## src/rtl/addsub_arbiter.sv

```systemverilog
// Round-robin arbiter sharing one add/sub unit among NREQ requesters.
// A requester holds req plus mode/a/b; the arbiter captures the winner's
// operands, launches the unit, waits for its done pulse and hands the result
// back to the winner with a one-cycle ready pulse.
//
// Handshake: req_i[k] is a level held by requester k until it sees
// ready_o[k]; ready_o is a one-cycle pulse qualifying res_o. Toward the unit,
// unit_start_o is a one-cycle launch and unit_done_i a one-cycle completion
// qualifying unit_res_i; done outside WAIT is ignored. All outputs are
// registered. state_o mirrors the FSM state for observation.
module addsub_arbiter #(
  parameter int NREQ = 2,
  parameter int W    = 8
) (
  input  logic              clk_i,
  input  logic              rst_i,
  input  logic [NREQ-1:0]   req_i,
  input  logic [NREQ-1:0]   mode_i,
  input  logic [NREQ*W-1:0] a_i,
  input  logic [NREQ*W-1:0] b_i,
  output logic [NREQ-1:0]   ready_o,
  output logic [W-1:0]      res_o,
  output logic [NREQ-1:0]   grant_o,
  output logic              busy_o,
  output logic              unit_start_o,
  output logic              unit_mode_o,
  output logic [W-1:0]      unit_a_o,
  output logic [W-1:0]      unit_b_o,
  input  logic              unit_done_i,
  input  logic [W-1:0]      unit_res_i,
  output logic [2:0]        state_o
);

  localparam int LW = (NREQ > 1) ? $clog2(NREQ) : 1;

  typedef enum logic [2:0] {
    ARB     = 3'd0,
    ISSUE   = 3'd1,
    WAIT    = 3'd2,
    DONE    = 3'd3,
    RELEASE = 3'd4
  } state_t;

  state_t          state_q, state_d;
  logic [LW-1:0]   last_q, last_d;
  logic [NREQ-1:0] grant_d, ready_d;
  logic            busy_d, start_d, mode_d;
  logic [W-1:0]    a_d, b_d, res_d;

  logic            found;
  logic [LW-1:0]   win;
  logic [LW-1:0]   cand;

  assign state_o = state_q;

  // Round-robin search starting just after the last winner, wrapping.
  always_comb begin
    found = 1'b0;
    win   = '0;
    cand  = '0;
    for (int i = 1; i <= NREQ; i++) begin
      cand = LW'((int'(last_q) + i) % NREQ);
      if (!found && req_i[cand]) begin
        found = 1'b1;
        win   = cand;
      end
    end
  end

  // Next-state and next-output logic; every output is registered below.
  always_comb begin
    state_d = state_q;
    last_d  = last_q;
    grant_d = grant_o;
    ready_d = '0;
    start_d = 1'b0;
    mode_d  = unit_mode_o;
    a_d     = unit_a_o;
    b_d     = unit_b_o;
    res_d   = res_o;
    case (state_q)
      ARB: begin
        grant_d = '0;
        if (found) begin
          state_d      = ISSUE;
          last_d       = win;
          grant_d[win] = 1'b1;
          mode_d       = mode_i[win];
          a_d          = a_i[win*W +: W];
          b_d          = b_i[win*W +: W];
          start_d      = 1'b1;
        end
      end
      ISSUE: state_d = WAIT;
      WAIT: begin
        if (unit_done_i) begin
          res_d   = unit_res_i;
          ready_d = grant_o;
          state_d = DONE;
        end
      end
      DONE: begin
        // Drop grant for the release cycle so a stale req cannot be re-granted.
        grant_d = '0;
        state_d = RELEASE;
      end
      RELEASE: state_d = ARB;
      default: begin
        grant_d = '0;
        state_d = ARB;
      end
    endcase
    busy_d = (state_d != ARB);
  end

  // State, pointer and registered outputs; asynchronous active-low reset.
  always_ff @(posedge clk_i or negedge rst_i) begin
    if (!rst_i) begin
      state_q      <= ARB;
      last_q       <= LW'(NREQ - 1);
      grant_o      <= '0;
      ready_o      <= '0;
      busy_o       <= 1'b0;
      unit_start_o <= 1'b0;
      unit_mode_o  <= 1'b0;
      unit_a_o     <= '0;
      unit_b_o     <= '0;
      res_o        <= '0;
    end else begin
      state_q      <= state_d;
      last_q       <= last_d;
      grant_o      <= grant_d;
      ready_o      <= ready_d;
      busy_o       <= busy_d;
      unit_start_o <= start_d;
      unit_mode_o  <= mode_d;
      unit_a_o     <= a_d;
      unit_b_o     <= b_d;
      res_o        <= res_d;
    end
  end

endmodule

```

## config.mk

```make
export PLATFORM = sky130hd
export DESIGN_NAME = addsub_arbiter
export DESIGN_NICKNAME = d
export VERILOG_FILES = /design/src/rtl/addsub_arbiter.sv
export SDC_FILE = /design/constraint.sdc
export NUM_CORES = 1
export LEC_CHECK = 0
export ABC_AREA = 1
export CORE_MARGIN = 8
export CORE_UTILIZATION = 29
export CTS_CLUSTER_DIAMETER = 120
export DETAILED_ROUTE_END_ITERATION = 8
export PLACE_DENSITY = 0.68
export SYNTH_ARGS = -nofsm -noshare
export SYNTH_HDL_FRONTEND = slang
export SYNTH_SLANG_ARGS = --single-unit
```

## constraint.sdc

```tcl
create_clock -name clk_i -period 1.5 [get_ports clk_i]
set_clock_uncertainty 0.1 [all_clocks]
set_input_delay 0.3 -clock clk_i [delete_from_list [all_inputs] [get_ports clk_i]]
set_output_delay 0.3 -clock clk_i [all_outputs]
set_load 0.05 [all_outputs]
```

==> run summary, run 1 <==
I/O Pins: 81
first-pass GRT wire length: 8.11 mm
fraction of layout cells with a size suffix above 1: 21.9%
Hold Violations, Final: 0
highest clock rate: 0.713 GHz
post-synthesis sequential area ratio: 54.8%
post-synthesis cell type count: 13
post-synthesis cell count: 205
Reg-to-Reg End: unit_a_o[3]$_DFFE_PN0P_
Stages on worst setup path: 7
number of global-route vias before repair: 1617
Num CTS Buffers: 5
Clock Power Share: 9.2%
Final Total Pwr: 6.90 mW
pre-CTS setup slack: -181 ps
TritonCTS clock tree: yes
residual DRC count: 0
P_leak: 1.50 nW
Psw: 3.14 mW
Routed WL: 4.94 mm
Via Count: 1602
Fill cells: 492
CTS H-tree depth: 2
worst slew pin tran: 353 ps
initial antenna violation count: 0
Top delay family on crit path: flip-flops
status: finished clean
row cnt: 27
mean post-synth cell area: 7.81 µm²
Buf/Inv on CP: 3
Crit. Startpoint: state_o[2]$_DFF_PN0_
post-synth top area share: 53.1%
Crit Path Category: reg2reg
slowest stage delay, CP: 440 ps
Inst Count DP: 365
wire length on met2: 2.30 mm
Initial Utilization: 29.6%
worst vdd ir: 0.00130 V
die width: 90.3 µm
# setup viols final: 0
Non-Filler Instances: 374
multi-input logic area: 622 µm²
RSZ-0062 raised after global routing: false
grt total ovfl: 0
average wire per standard cell: 13.2 µm
largest net degree at the start of global routing: 19
MaxCap Viol Count: 0
die area: 8160 µm²
top sig layer: met4
ant diodes: 0
PnR worst setup slack: 96.5 ps
ANT nets after route: 0
Int Power: 3.76 mW
Post-Syn Area: 1600 µm²
CTS Root Cell: clkbuf_8
crit path to: unit_a_o[3]$_DFFE_PN0P_
CP startpoint kind: flop
Slowest cell on crit path: dfrtp_2
worst hold path type: in2async
die height: 90.3 µm
Final nets: 348
CP max FO: 8
sequential power share: 26.7%
Syn Nets: 252
final period utilization: 93.6%
worst r2r src: state_o[2]$_DFF_PN0_
top cells by area, synth: dfrtp_1 (53%), nand2_1 (29%), nand3_1 (6.3%)
postcts setup bufs: 0
leading cell types in the layout, fill and taps excluded: nand2_1 (125), clkdlybuf4s50_1 (45), buf_12 (34)
Switching Fraction: 45.6%
Hold Slack: 343 ps
most common cell after layout, fill and taps aside: nand2_1
#FFs+latches synth: 35
CP cell instances: inv_1 > nand2_1 > nor2_2 > inv_1 > buf_4 > nand2_1 > nand2_1
count of pins over their slew limit: 0
met1 WL: 2.15 mm
Arrival @ worst endpoint: 1480 ps
CTS Buffer Depth: 2
GP Congestion: 0.776
Worst setup EP type: flop
Final min period: 1400 ps
Iter 0 DRT Violations: 54
final setup TNS: 0 ps
CTS Sinks: 35
First-pass DRT Iterations: 4
Critical Path RT: 1570 ps
PwrDens: 2320 nW/µm²
hpwl dp: 4.05 mm
relative slew slack: 76.4%
Clk Latency, worst-skew pair: 280 ps
Clk pin slew, worst setup/hold paths: 70 ps
r2r setup slk: 100 ps
met3 wire length: 444 µm
area delta synth->final: 85.5%
Logic pwr share: 64.1%
Synth area leader: dfrtp_1
Sequential Area: 881 µm²
port bufs: 80
total track usage: 12.4%
Placeable Area: 5410 µm²
via/cell ratio: 4.28
Syn. warnings: 0
cell repeated most along the worst path: nand2_1
Reg2Reg Depth: 7
[synth_stat cells]
| library cell | instances |
|---|---|
| dfrtp_1 | 34 |
| buf_6 | 2 |
| buf_2 | 3 |
| nor2_2 | 2 |
| buf_4 | 3 |
| nand2_1 | 125 |
| nand3_1 | 20 |
| buf_12 | 1 |
| dfstp_2 | 1 |
| nand2_2 | 2 |
| nand4_1 | 2 |
| nor2_1 | 4 |
| inv_1 | 6 |
[per-stage QoR]
step           cell area [µm²]  utilization, %
3_3_place_gp              2880            53.2
6_report                  2970            55.0
5_1_grt                   2970            55.0
2_1_floorplan             1600               -
4_1_cts                   2970            54.9
3_5_place_dp              2880            53.2
[layer usage]
metal	global-route usage [%]	vias up
met4	2.91	0
met5	0	-
met1	14.1	710
met2	20.2	66
li1	-	821
met3	6.32	5
[state kept, by name, summed over array words and instances (netlist names)]
| signal | count |
|---|---|
| res_o | 8 |
| ready_o | 2 |
| unit_start_o | 1 |
| unit_b_o | 8 |
| last_q | 1 |
| unit_mode_o | 1 |
| state_o | 3 |
| busy_o | 1 |
| grant_o | 2 |
| unit_a_o | 8 |
[cell type report]
class / count / area share (%)
clock inverters: 1 / 0.168
flip-flops and latches: 35 / 29.7
repair buffers: 98 / 42.9
inverters: 6 / 0.758
well taps: 72 / 3.03
multi-input cells: 155 / 20.9
clock buffers: 7 / 2.57
[how the worst min path moves through the flow]
stage | from | endpoint | slack (ps)
after global placement | rst_i | unit_b_o[5]$_DFFE_PN0P_ | 60
after global routing | rst_i | unit_b_o[3]$_DFFE_PN0P_ | 380
after detailed placement | rst_i | unit_b_o[5]$_DFFE_PN0P_ | 70
final | rst_i | unit_b_o[3]$_DFFE_PN0P_ | 340
after floorplan | rst_i | busy_o$_DFF_PN0_ | -100
after CTS | rst_i | unit_b_o[5]$_DFFE_PN0P_ | 340
[power by group through the flow]
stage / combinational, mW / sequential, mW / clock, mW
4_1_cts: 4.48 / 1.85 / 0.654
2_1_floorplan: 0.950 / 3.02 / 0
3_5_place_dp: 4.48 / 1.86 / 0
6_report: 4.43 / 1.84 / 0.634
3_3_place_gp: 4.42 / 1.85 / 0
5_1_grt: 4.69 / 1.89 / 0.706
[kinds of logic after synthesis]
| logic type | count (synthesis) | synth area share, % |
|---|---|---|
| buffers and inverters | 15 | 6.41 |
| flip-flops | 35 | 54.8 |
| AND/OR/NAND/NOR | 155 | 38.8 |
[timing repair]
action | 4_1_cts | 5_1_grt
endpoints found under the hold margin | 8 | 0
setup endpoints to repair | 0 | 1
hold buffers | 1 | 0
resized for setup | 0 | 1
[worst reg2reg max path, stage by stage (launching register included)]
cell	delay (ps)
dfrtp_2	440
inv_1	160
nand2_1	90
nor2_2	140
inv_1	90
buf_4	170
nand2_1	60
nand2_1	50
Note: power is estimated with default switching activity, not from simulation.
==> run 2: changes to the inputs <==
--- a/config.mk
+++ b/config.mk
@@ -8,6 +8,7 @@
 export ABC_AREA = 1
 export CORE_MARGIN = 8
 export CORE_UTILIZATION = 29
+export CTS_BUF_LIST = sky130_fd_sc_hd__clkbuf_8
 export CTS_CLUSTER_DIAMETER = 120
 export DETAILED_ROUTE_END_ITERATION = 8
 export PLACE_DENSITY = 0.68
==> run 2 against run 1 <==
Setup slack about the same; worst hold slack about the same; critical path depth unchanged; die area unchanged; non-clock buffer count unchanged; sequential share of layout area unchanged; sequential power about the same.
==> run summary, run 2 (synthesis gave the netlist of run 1 again) <==
I/O Pins: 81
Fill cells: 492
Num CTS Buffers: 5
GR met3 Demand/Resource: 6.32%
Initial Utilization: 29.6%
MaxCap Viol Count: 0
Non-Filler Instances: 374
Arrival @ worst endpoint: 1480 ps
TritonCTS clock tree: yes
die area: 8160 µm²
P_leak: 1.51 nW
First-pass DRT Iterations: 4
postcts setup bufs: 0
port bufs: 80
row cnt: 27
Via Count: 1602
die height: 90.3 µm
Routed WL: 4.94 mm
most common cell after layout, fill and taps aside: nand2_1
Global Route met2 Usage: 20.2%
Clk pin slew, worst setup/hold paths: 70 ps
status: finished clean
worst slew pin tran: 353 ps
CP startpoint kind: flop
final period utilization: 93.6%
Placeable Area: 5410 µm²
number of global-route vias before repair: 1617
residual DRC count: 0
via/cell ratio: 4.28
fraction of layout cells with a size suffix above 1: 21.9%
first-pass GRT wire length: 8.11 mm
largest net degree at the start of global routing: 19
area delta synth->final: 85.5%
Worst setup EP type: flop
CTS Root Cell: clkbuf_8
initial antenna violation count: 0
CTS Sinks: 35
Iter 0 DRT Violations: 54
leading cell types in the layout, fill and taps excluded: nand2_1 (125), clkdlybuf4s50_1 (45), buf_12 (34)
GP Congestion: 0.776
Final nets: 348
Clk Latency, worst-skew pair: 280 ps
total track usage: 12.4%
CP max FO: 8
worst hold path type: in2async
# setup viols final: 0
highest clock rate: 0.713 GHz
average wire per standard cell: 13.2 µm
count of pins over their slew limit: 0
ant diodes: 0
hpwl dp: 4.05 mm
relative slew slack: 76.4%
Critical Path RT: 1570 ps
Hold Violations, Final: 0
CTS Buffer Depth: 2
biggest regs: res_o x8, unit_a_o x8, unit_b_o x8
ANT nets after route: 0
worst vdd ir: 0.00130 V
PwrDens: 2320 nW/µm²
Inst Count DP: 365
Final min period: 1400 ps
met1 Track Usage GR: 14.1%
die width: 90.3 µm
Crit Path Category: reg2reg
CTS H-tree depth: 2
final setup TNS: 0 ps
busiest grt layer: met2
grt total ovfl: 0
r2r setup slk: 100 ps
RSZ-0062 raised after global routing: false
## run 2: cell count changes in the layout (fill, tap and decap cells not counted)
cell and change:
clkbuf_1 -2, inv_1 +2
## run 2: worst max-delay path, cell delays in order (launching register included)
cell and delay [ps]:
dfrtp_2 440, inv_1 160, nand2_1 90, nor2_2 140
inv_1 90, buf_4 170, nand2_1 60, nand2_1 50
## run 2: routing by layer
metal / vias up / wire length (µm)
met2: 66 / 2300
li1: 821 / -
met3: 5 / 444
met4: 0 / 41
met5: - / 0
met1: 710 / 2160
## run 2: worst paths after layout
kind / start / endpoint / cells past startpoint
setup / recovery: state_o[2]$_DFF_PN0_ / unit_a_o[3]$_DFFE_PN0P_ / 7
hold / removal: rst_i / unit_b_o[3]$_DFFE_PN0P_ / 2
setup reg to reg: state_o[2]$_DFF_PN0_ / unit_a_o[3]$_DFFE_PN0P_ / 7
hold reg to reg: last_q$_DFFE_PN1P_ / last_q$_DFFE_PN1P_ / 2
max in group asynchronous: rst_i / last_q$_DFFE_PN1P_ / 3
min in group clk_i: last_q$_DFFE_PN1P_ / last_q$_DFFE_PN1P_ / 2
## run 2: area by class of cell
cell class / instances / area, µm² / area share (%)
repair buffers: 98 / 1270 / 42.9
flip-flops and latches: 35 / 881 / 29.7
multi-input cells: 155 / 622 / 20.9
well taps: 72 / 90.1 / 3.03
clock buffers: 5 / 68.8 / 2.32
inverters: 6 / 22.5 / 0.758
clock inverters: 3 / 12.5 / 0.421
## run 2: per-stage QoR
step	hold slack, ps	util, %	instance area [µm²]	power, mW	setup WS [ps]
floorplan	-95.6	-	1600	3.97	24.8
global placement	62.7	53.2	2880	6.26	-169
detailed placement	69.0	53.2	2880	6.33	-181
CTS	342	54.9	2970	6.97	98.2
global route	377	55.0	2970	7.28	7.99
finish	343	55.0	2970	6.89	96.5
## run 2: power breakdown
part	internal, mW	switching [mW]	total [mW]
Clock	0.311	0.309	0.621
Sequential	1.39	0.456	1.84
Combinational	2.05	2.38	4.43
Total	3.74	3.15	6.89
## run 2: timing repair
item	CTS	global route
hold buffers	1	0
endpoints found under the setup margin	0	1
gates resized for setup	0	1
hold endpoints to repair	8	0
==> run 3: changes to the inputs <==
--- a/config.mk
+++ b/config.mk
@@ -6,6 +6,7 @@
 export NUM_CORES = 1
 export LEC_CHECK = 0
 export ABC_AREA = 1
+export CORE_ASPECT_RATIO = 2
 export CORE_MARGIN = 8
 export CORE_UTILIZATION = 29
 export CTS_BUF_LIST = sky130_fd_sc_hd__clkbuf_8
==> run 3 against run 2 <==
Clock power increased by 18%; register-to-register slack improved by 80 ps; utilization increased by 0.31 points; sequential power about the same; first-iteration DRC count decreased by 26%; critical path depth decreased by 5; setup slack got worse by 5.7 ps; non-clock buffer count decreased by 3; maximum frequency decreased by 0.40%; total power increased by 0.75%; sequential cell count unchanged.
==> run summary, run 3 (synthesis gave the netlist of run 1 again) <==
hpwl dp: 3.86 mm
Clk Latency, worst-skew pair: 280 ps
Final nets: 345
initial antenna violation count: 0
met1 Track Usage GR: 13.3%
worst r2r src: last_q$_DFFE_PN1P_
RSZ-0062 raised after global routing: false
Arrival @ worst endpoint: 1010 ps
ANT nets after route: 0
Global Route met2 Usage: 21.1%
Switching Fraction: 45.0%
PwrDens: 2340 nW/µm²
Num CTS Buffers: 5
CTS Buffer Depth: 2
CTS Sinks: 35
most common cell after layout, fill and taps aside: nand2_1
r2r setup slk: 180 ps
Critical Path RT: 1100 ps
busiest grt layer: met2
CTS H-tree depth: 2
Hold Violations, Final: 0
PnR worst setup slack: 90.8 ps
CTS Root Cell: clkbuf_8
average wire per standard cell: 12.8 µm
total track usage: 12.3%
Worst setup EP type: output port
residual DRC count: 0
# setup viols final: 0
worst vdd ir: 0.00160 V
GR met3 Demand/Resource: 4.07%
fraction of layout cells with a size suffix above 1: 21.7%
highest clock rate: 0.710 GHz
Psw: 3.12 mW
Final min period: 1410 ps
Logic pwr share: 62.9%
sequential power share: 26.6%
Crit. Startpoint: state_o[1]$_DFF_PN0_
area delta synth->final: 85.4%
port bufs: 80
CP startpoint kind: flop
postcts setup bufs: 0
Placeable Area: 5370 µm²
P_leak: 1.51 nW
number of global-route vias before repair: 1640
Via Count: 1550
die width: 68.5 µm
Int Power: 3.82 mW
grt total ovfl: 0
Crit Path Category: reg2out
Reg-to-Reg End: unit_mode_o$_DFFE_PN0P_
Final Total Pwr: 6.94 mW
Slowest cell on crit path: dfrtp_2
status: finished clean
Inst Count DP: 350
CP cell instances: buf_4 > buf_12
die height: 121 µm
GP Congestion: 0.800
relative slew slack: 78.1%
I/O Pins: 81
worst slew pin tran: 327 ps
slowest stage delay, CP: 420 ps
pre-CTS setup slack: -142 ps
row cnt: 38
Non-Filler Instances: 359
leading cell types in the layout, fill and taps excluded: nand2_1 (125), clkdlybuf4s50_1 (45), buf_12 (35)
MaxCap Viol Count: 0
biggest regs: res_o x8, unit_a_o x8, unit_b_o x8
ant diodes: 0
Hold Slack: 301 ps
Iter 0 DRT Violations: 40
final period utilization: 93.9%
Reg2Reg Depth: 6
Clock Power Share: 10.5%
Initial Utilization: 29.8%
TritonCTS clock tree: yes
die area: 8300 µm²
CP max FO: 5
first-pass GRT wire length: 7.94 mm
Clk pin slew, worst setup/hold paths: 70 ps
largest net degree at the start of global routing: 19
First-pass DRT Iterations: 4
Routed WL: 4.61 mm
count of pins over their slew limit: 0
via/cell ratio: 4.32
worst hold path type: in2async
run 3: power groups by stage:
stage	sequential, mW	combinational, mW	clock (mW)
2_1_floorplan	3.02	0.950	0
3_3_place_gp	1.84	4.37	0
3_5_place_dp	1.86	4.41	0
4_1_cts	1.84	4.42	0.760
5_1_grt	1.90	4.64	0.810
6_report	1.85	4.36	0.732
run 3: final cells by class:
class	instances	area, µm²
clock buffer	7	96.3
tap	60	75.1
inverter	6	22.5
fill	481	2400
clock inverter	1	3.75
multi-input combinational	155	627
sequential	35	881
timing repair buffer	95	1260
run 3: critical path: cells and delay by family (launching register included):
| family | cells | cell delay (ps) |
|---|---|---|
| flops | 1 | 420 |
| buf+inv | 2 | 300 |
run 3: what timing repair did:
item                       CTS  global route
resized for setup            0             3
setup endpoints to repair    0            23
hold endpoints to repair     8             0
hold buffers                 1             0
run 3: stage by stage:
stage | cell area [µm²] | util [%] | TNS (ps)
after floorplan | 1600 | - | 0
after global placement | 2850 | 53.1 | -1590
after detailed placement | 2850 | 53.1 | -2370
after CTS | 2960 | 55.1 | 0
after global routing | 2970 | 55.3 | 0
final | 2970 | 55.3 | 0
run 3: how the worst max path moves through the flow:
stage / endpoint / slack [ps] / cells past startpoint
floorplan: unit_a_o[0]$_DFFE_PN0P_ / 20 / 7
global placement: unit_b_o[4]$_DFFE_PN0P_ / -110 / 7
detailed placement: unit_b_o[4]$_DFFE_PN0P_ / -140 / 7
CTS: state_o[1] / 100 / 2
global route: unit_b_o[2]$_DFFE_PN0P_ / 30 / 7
finish: state_o[1] / 90 / 2
run 3: routing by layer:
layer,up-vias,share of wire (%)
met5,-,0
met4,0,1.5
met3,6,8.6
met2,61,54
met1,668,36
li1,815,-
